--- config.mk ---
export PLATFORM = sky130hd
export DESIGN_NAME = bcd_counter_n
export DESIGN_NICKNAME = d
export VERILOG_FILES = /design/src/rtl/bcd_pkg.sv /design/src/rtl/bcd_digit.sv /design/src/rtl/bcd_counter_n.sv
export SDC_FILE = /design/constraint.sdc
export NUM_CORES = 1
export LEC_CHECK = 0
export ABC_CLOCK_PERIOD_IN_PS = 2900
export BUFFER_PORTS_ARGS = -buffer_cell sky130_fd_sc_hd__buf_2
export CAP_MARGIN = 40
export CORE_MARGIN = 2
export CORE_UTILIZATION = 55
export DETAILED_ROUTE_END_ITERATION = 10
export PLACE_DENSITY = 0.87
export SLEW_MARGIN = 10
export SYNTH_ARGS = -nofsm -noshare
export SYNTH_HDL_FRONTEND = slang
export SYNTH_SLANG_ARGS = --single-unit
--- constraint.sdc ---
create_clock -name F_IN -period 2.9 [get_ports F_IN]
set_input_delay 0.435 -clock F_IN [delete_from_list [all_inputs] [get_ports F_IN]]
set_output_delay 0.435 -clock F_IN [all_outputs]
set_load 0.005 [all_outputs]
--- src/rtl/bcd_pkg.sv ---
// Shared BCD digit type, limit constants and the load sanitiser.
package bcd_pkg;

   typedef logic [3:0] digit_t;

   localparam digit_t BCD_MAX  = 4'd9;
   localparam digit_t BCD_ZERO = 4'd0;

   function automatic digit_t bcd_clamp(input digit_t nib);
      return (nib > BCD_MAX) ? BCD_MAX : nib;
   endfunction

endpackage

--- src/rtl/bcd_digit.sv ---
// One BCD digit register: clear > load (clamped) > step up/down with digit-level wrap.
// 1-cycle update on clk_i; no backpressure, the step qualifier comes from the parent's chain.
module bcd_digit
   import bcd_pkg::*;
(
   input  logic   clk_i,
   input  logic   rst_n_i,
   input  logic   clr_i,
   input  logic   load_i,
   input  digit_t load_val_i,
   input  logic   step_i,
   input  logic   up_i,
   output digit_t digit_o,
   output logic   is_max_o,
   output logic   is_zero_o
);

   digit_t digit_q, digit_d;

   always_comb begin
      digit_d = digit_q;
      if (clr_i) begin
         digit_d = BCD_ZERO;
      end else if (load_i) begin
         digit_d = bcd_clamp(load_val_i);
      end else if (step_i) begin
         if (up_i) begin
            digit_d = (digit_q == BCD_MAX) ? BCD_ZERO : digit_q + 4'd1;
         end else begin
            digit_d = (digit_q == BCD_ZERO) ? BCD_MAX : digit_q - 4'd1;
         end
      end
   end

   always_ff @(posedge clk_i or negedge rst_n_i) begin
      if (!rst_n_i) begin
         digit_q <= BCD_ZERO;
      end else begin
         digit_q <= digit_d;
      end
   end

   assign digit_o   = digit_q;
   assign is_max_o  = (digit_q == BCD_MAX);
   assign is_zero_o = (digit_q == BCD_ZERO);

endmodule

--- src/rtl/bcd_counter_n.sv ---
// N-digit packed-BCD up/down counter with load sanitising, wrap/saturate, sticky OVF and snapshot latch.
// Q/QL/OVF/LD_ERR update one F_IN edge after their controls; TC is combinational for cascading.
module bcd_counter_n
   import bcd_pkg::*;
#(
   parameter int DIGITS = 6,
   parameter bit WRAP   = 1'b1
) (
   input  logic                F_IN,
   input  logic                RST_N,
   input  logic                CLR,
   input  logic                LOAD,
   input  logic [4*DIGITS-1:0] D,
   input  logic                ENA,
   input  logic                UP,
   input  logic                LATCH,
   output logic [4*DIGITS-1:0] Q,
   output logic [4*DIGITS-1:0] QL,
   output logic                TC,
   output logic                OVF,
   output logic                LD_ERR
);

   logic [DIGITS-1:0]   is_max, is_zero, chain;
   logic [4*DIGITS-1:0] q_w, ql_q, ql_d;
   logic                ovf_q, ovf_d, ld_err_q, ld_err_d;
   logic                cnt_en, bad_digit;

   // At the limit a saturating counter must not step at all, or the digits would wrap.
   assign TC     = ENA & (UP ? (&is_max) : (&is_zero));
   assign cnt_en = ENA & ~CLR & ~LOAD & (WRAP | ~TC);

   always_comb begin
      chain[0] = 1'b1;
      for (int i = 1; i < DIGITS; i++) begin
         chain[i] = chain[i-1] & (UP ? is_max[i-1] : is_zero[i-1]);
      end
   end

   for (genvar g = 0; g < DIGITS; g++) begin : g_digit
      bcd_digit u_digit (
         .clk_i      (F_IN),
         .rst_n_i    (RST_N),
         .clr_i      (CLR),
         .load_i     (LOAD),
         .load_val_i (D[4*g +: 4]),
         .step_i     (cnt_en & chain[g]),
         .up_i       (UP),
         .digit_o    (q_w[4*g +: 4]),
         .is_max_o   (is_max[g]),
         .is_zero_o  (is_zero[g])
      );
   end

   always_comb begin
      bad_digit = 1'b0;
      for (int i = 0; i < DIGITS; i++) begin
         if (D[4*i +: 4] > BCD_MAX) bad_digit = 1'b1;
      end
   end

   always_comb begin
      ovf_d    = ovf_q;
      ld_err_d = 1'b0;
      ql_d     = LATCH ? q_w : ql_q;
      if (CLR) begin
         ovf_d = 1'b0;
      end else if (LOAD) begin
         ld_err_d = bad_digit;
      end else if (TC) begin
         ovf_d = 1'b1;
      end
   end

   always_ff @(posedge F_IN or negedge RST_N) begin
      if (!RST_N) begin
         ovf_q    <= 1'b0;
         ld_err_q <= 1'b0;
         ql_q     <= '0;
      end else begin
         ovf_q    <= ovf_d;
         ld_err_q <= ld_err_d;
         ql_q     <= ql_d;
      end
   end

   assign Q      = q_w;
   assign QL     = ql_q;
   assign OVF    = ovf_q;
   assign LD_ERR = ld_err_q;

endmodule

==> flow_summary.ini, run 1 <==
[yosys]
synth_edf_count = 0
ys_ff_latch = 50
synth_ff_type = dfrtp_1
yosysUniqueCellTypes = 61
ys_seq_area_share_pct = 34.8
syn-instance-count = 416
synth_area_sq_um = 3590
avgSynthCellArea_sq_um = 8.64
syn-num-nets = 465
yosysWarnings = 0
async_flop_share_pct = 100

[clock_network]
cts_tree = built
clk_path_buf_depth = 2
root_buffer = clkbuf_8
cts.sinks = 50
ctsHtreeMaxLevel = 2
hold_buffers = 0
insertion_delay_ns = 0.31
cts_buffers = 5
path_clk_slew_ns = 0.10

[grt]
overflow = 0
grt_pass1_vias = 3229
grt_use_total_pct = 25.3
grt_first_pass_wirelength_um = 15000
antenna_found_initial = 0
grt_max_degree = 30

[sta]
setup_viol = 0
slew_headroom_pct = 58.8
fin_skew_ns = 0.0102
hold_violations = 0
finalCritPeriodShare_pct = 97.7
min_period_ns = 2.83
fmax_ghz = 0.353
drv_slew = 0
tightest_slew_ns = 0.618

[die]
row_count = 29
fp.dieH_um = 84.8
floorplan.initialDensity_pct = 56.6
core_area_sq_um = 6350
die_w_um = 84.8
ios = 82
die_area_sq_um = 7190

[drt]
vias_per_cell = 6.33
finalWirelength_um = 9300
dr.pass1.iters = 5
drc = 0
wl_per_cell_um = 16.7
drtIter0Drc = 308
final_antenna_net_count = 0
num_vias = 3519

[finish]
drive_gt1_share_pct = 28.8
finalNetCount = 527
mostFrequentLayoutCells = buf_2, dfrtp_1, a21oi_1
final_cell_area_sq_um = 4130
final_common_cell = buf_2
area_growth_pct = 14.8
n_antenna_cell = 0
fill_cells = 519

[power_and_ir_drop]
p_total_mw = 1.80
power_leakage_nw = 1.97
vdd.ir_drop.worst_mv = 0.274
p_per_area_nw_per_um2 = 435

[worst_setup_path]
worst_ep_arrival_time_ns = 2.40
critPathRequiredTime_ns = 2.47
reg2reg_from = g_digit[3].u_digit.digit_o[0]
crit_type = reg2out
critPathLaunchType = register
r2r_slack_ns = 0.34
critPathCaptureType = output port
reg2reg_to = g_digit[5].u_digit.digit_o[0]
crit_fanout = 6
reg2reg_depth = 7

[placement]
io_buffers = 81
dp_hpwl_um = 6660
gp_congestion = 0.921
placed_area_sq_um = 4020

[outcome]
status = finished, final reports clean

[flow_run]
drv_cap = 0

[worst_hold_path]
timing.hold.worst.class = in2async
## cell usage after synthesis (all sizes together), types with 4 or more instances
cell type	number	area, sq um
dfrtp	50	1250
clkbuf	24	90.1
nand3b	4	30.0
nand3	12	60.1
a21oi	32	164
mux2	28	315
nor3b	4	30.0
a211oi	4	30.0
nor2	29	109
ha	18	225
a31oi	12	75.1
nand2	29	109
o21ai	31	155
inv	28	105
nor3	8	40.0
nand4	4	31.3
a311oi	8	70.1
buf	8	32.5
nand2b	13	81.3
and3b	6	52.6
o31ai	6	45.0
or3b	5	43.8
o211ai	7	52.6
## through the flow
| stage | hold slack [ns] | cells | worst slack (ns) | utilization, % | setup TNS, ns |
|---|---|---|---|---|---|
| after floorplan | 0.139 | 416 | 0.552 | - | 0 |
| after global placement | 0.448 | 548 | 0.445 | 63.3 | 0 |
| after detailed placement | 0.452 | 548 | 0.321 | 63.3 | 0 |
| after CTS | 0.126 | 556 | 0.0895 | 64.7 | 0 |
| after global routing | 0.156 | 556 | -0.0388 | 65.0 | -0.0388 |
| final | 0.105 | 556 | 0.0680 | 65.0 | 0 |
## worst max path at each step
stage                                   from  depth (start not counted)                       endpoint
2_1_floorplan  g_digit[2].u_digit.digit_o[0]                          8  g_digit[5].u_digit.digit_o[3]
3_3_place_gp                              UP                          7  g_digit[5].u_digit.digit_o[3]
3_5_place_dp                              UP                          8  g_digit[5].u_digit.digit_o[3]
4_1_cts        g_digit[4].u_digit.digit_o[0]                          7                             TC
5_1_grt        g_digit[5].u_digit.digit_o[1]                          7                             TC
6_report       g_digit[5].u_digit.digit_o[1]                          7                             TC
## repair_timing
action,in CTS,in global routing
setup endpoints to repair,0,1
gates resized for setup,0,4
buffers inserted,0,0
endpoints found under the hold margin,0,0
## power breakdown
| part | leakage, nW | total (mW) | switching, mW | internal, mW |
|---|---|---|---|---|
| registers | 0.653 | 0.863 | 0.0992 | 0.764 |
| clock network | 0.0482 | 0.430 | 0.237 | 0.193 |
| logic | 1.27 | 0.502 | 0.269 | 0.233 |
## metal layers
layer  wire length (um)  share of wire, %  up-vias  global-route usage [%]
li1                   -                 -     1640                       -
met1               3900                42     1664                    34.6
met2               4440                48      185                    40.2
met3                731               7.9       30                    4.77
met4                235               2.5        0                    9.24
met5                  0                 0        -                       0
## kinds of logic (layout without fill, tap and decap cells)
kind of cell	count (synthesis)	after routing	synth area share [%]
compound gates	124	124	22.6
fa+ha+maj	18	18	6.27
mux	30	30	9.33
flops	50	50	34.8
buf+inv	60	123	6.34
xor+xnor	1	1	0.244
simple gates	133	133	20.4
## critical path, stage by stage, from the launching register on
cell	delay (ns)
dfrtp_1	0.45
inv_1	0.16
ha_1	0.24
or3b_1	0.41
nand4b_1	0.22
nor4_2	0.33
or2_1	0.18
buf_2	0.12
## layout make-up
| class | count | area (sq um) | share of cell area [%] |
|---|---|---|---|
| Sequential cell | 50 | 1250 | 30.4 |
| Inverter | 28 | 105 | 2.55 |
| Tap cell | 77 | 96.3 | 2.34 |
| Clock buffer | 7 | 86.3 | 2.09 |
| Timing Repair Buffer | 87 | 450 | 10.9 |
| Multi-Input combinational cell | 306 | 2130 | 51.6 |
| Clock inverter | 1 | 5.00 | 0.121 |
## flip-flops by register name (all words and copies together) (netlist names)
register	count
QL	24
g_digit.u_digit.digit_o	24
LD_ERR	1
OVF	1
Power figures use the tool's default switching activity.
==> run 2, diff against run 1 <==
SYNTH_HIERARCHICAL = 1   (was default)
==> flow_summary.ini, run 2 <==
[finish]
final_cell_area_sq_um = 3890
area_growth_pct = 11.6
fill_cells = 536
register_area_sq_um = 1250
drive_gt1_share_pct = 28.9
mostFrequentLayoutCells = buf_2, dfrtp_1, nor2_1
multi_input_area_sq_um = 1920
n_antenna_cell = 0
final_common_cell = buf_2
finalNetCount = 473

[worst_setup_path]
critPathRequiredTime_ns = 2.47
crit_type = reg2out
crit_fanout = 14
cp_top_family = simple AND/OR/NAND/NOR gates
worst_ep_arrival_time_ns = 2.02
path_buf_inv = 1
slowest_delay_ns = 0.55
r2r_slack_ns = 0.46
cpMaxStageDelayCell = dfrtp_1
critPathCaptureType = output port
critPathLaunchType = register
crit_path_cell_trace = nor4_1 -> nand2_1 -> nor2_1 -> a41oi_1 -> nor2b_1 -> buf_2

[yosys]
yosysUniqueCellTypes = 38
synth_top_area_share_pct = 35.9
ys_seq_area_share_pct = 35.9
yosysTopAreaCell = dfrtp_1
async_flop_share_pct = 100
synth_common_cells = dfrtp_1, nor2_1, a21oi_1
yosysWarnings = 6
syn-instance-count = 377
ys_ff_latch = 50
synth_area_leaders = dfrtp_1, mux2_2, a21oi_1, buf_4, nor2_1
avgSynthCellArea_sq_um = 9.24
synth_edf_count = 0
yosysMostFrequentCell = dfrtp_1
synth_ff_type = dfrtp_1
syn-num-nets = 408
synth_area_sq_um = 3480

[power_and_ir_drop]
p_sw_mw = 0.517
seqPwrFrac_pct = 51.3
power_leakage_nw = 1.90
p_int_mw = 1.12
p_per_area_nw_per_um2 = 420
p_total_mw = 1.63
switching_share_pct = 31.6
combPwrFrac_pct = 22.2
power.share.clock_pct = 26.5
vdd.ir_drop.worst_mv = 0.273

[sta]
finalCritPeriodShare_pct = 84.7
hold_violations = 0
tightest_slew_ns = 0.627
fmax_ghz = 0.407
drv_slew = 0
whs_ns = 0.114
slew_headroom_pct = 58.2
fin_skew_ns = 0.00958
fin_ws_ns = 0.445
min_period_ns = 2.46
rsz0062_at_grt = no
tns_ns = 0
setup_viol = 0

[die]
row_count = 28
ios = 82
die_w_um = 83.6
floorplan.initialDensity_pct = 57.8
core_area_sq_um = 6030
fp.dieH_um = 83.6
die_area_sq_um = 6990

[clock_network]
postCtsSetupBuffers = 0
path_clk_slew_ns = 0.09
cts.sinks = 50
ctsHtreeMaxLevel = 2
cts_tree = built
clk_path_buf_depth = 2
cts_buffers = 5
insertion_delay_ns = 0.31
root_buffer = clkbuf_8

[drt]
wl_per_cell_um = 16.3
vias_per_cell = 6.17
finalWirelength_um = 8420
drtIter0Drc = 254
final_antenna_net_count = 0
drc = 0
num_vias = 3197
dr.pass1.iters = 5

[placement]
placed_area_sq_um = 3790
gp_congestion = 0.812
place_ws_ns = 0.396
io_buffers = 81
dp_hpwl_um = 5780

[grt]
grt_use_total_pct = 23.9
overflow = 0
grt_pass1_vias = 2921
grt_first_pass_wirelength_um = 14000
grt_max_degree = 62
antenna_found_initial = 0

[worst_hold_path]
timing.hold.worst.class = in2async

[flow_run]
drv_cap = 0

[outcome]
status = finished, final reports clean
## run 2: changes by cell type after synthesis, sizes merged, moves of 9 or more
cell,previous run,this run
nand2,29,9
ha,18,0
clkbuf,24,0
buf,8,28
nor4,3,12
xor2,1,12
nand2b,13,0
a31oi,12,1
## run 2: final cells by class
type                    instances  share of cell area (%)
multi-input cells             276                    49.5
flip-flops and latches         50                    32.2
repair buffers                 86                    11.4
well taps                      75                    2.41
clock buffers                   7                    2.22
inverters                      23                    2.22
clock inverters                 1                   0.129
## run 2: layer usage
| layer | routed length, um | share of wire [%] | vias up | track usage, % |
|---|---|---|---|---|
| met4 | 126 | 1.5 | 0 | 5.87 |
| met2 | 4150 | 49 | 111 | 39.9 |
| li1 | - | - | 1524 | - |
| met5 | 0 | 0 | - | 0 |
| met3 | 483 | 5.7 | 19 | 4.45 |
| met1 | 3660 | 43 | 1543 | 32.3 |
## run 2: metrics by stage
| stage | utilization (%) | std cells |
|---|---|---|
| final | 64.6 | 518 |
| after global routing | 64.6 | 518 |
| after CTS | 64.5 | 518 |
| after detailed placement | 62.9 | 510 |
| after global placement | 62.9 | 510 |
| after floorplan | - | 377 |
## run 2: what timing repair did
item	CTS	global route
hold buffers	0	0
gates resized for setup	0	1
endpoints found under the setup margin	0	1
hold endpoints to repair	0	0
## run 2: worst register-to-register path, cell delays in order (launching register included)
cell,delay [ns]
dfrtp_1,0.55
nor4_1,0.45
nand2_1,0.12
o21ai_0,0.21
nand2_2,0.09
nor2_1,0.40
nor4bb_1,0.41
nor4_1,0.09
## run 2: final timing paths
path | start | to | cells after the start
max in group asynchronous | RST_N | g_digit[3].u_digit/digit_o[0] | 2
min in group F_IN | D[4] | g_digit[1].u_digit/digit_o[0] | 3
hold reg to reg | QL[19] | QL[19] | 1
hold / removal | RST_N | QL[5] | 1
setup reg to reg | g_digit[1].u_digit/digit_o[0] | g_digit[5].u_digit/digit_o[2] | 7
setup / recovery | g_digit[1].u_digit/digit_o[0] | TC | 6
## run 2: power groups by stage
stage | sequential [mW] | clock (mW) | combinational (mW)
after global routing | 0.852 | 0.473 | 0.403
after floorplan | 0.813 | 0 | 0.270
after CTS | 0.837 | 0.442 | 0.363
after detailed placement | 0.851 | 0 | 0.360
after global placement | 0.845 | 0 | 0.347
final | 0.839 | 0.433 | 0.363
## run 2: logic make-up after synthesis
group | count (synthesis) | synth area share (%)
flip-flops | 50 | 35.9
XOR/XNOR | 18 | 4.52
AO/OA/AOI/OAI | 101 | 20.0
multiplexers | 27 | 8.98
buffers and inverters | 51 | 9.05
AND/OR/NAND/NOR | 130 | 21.6
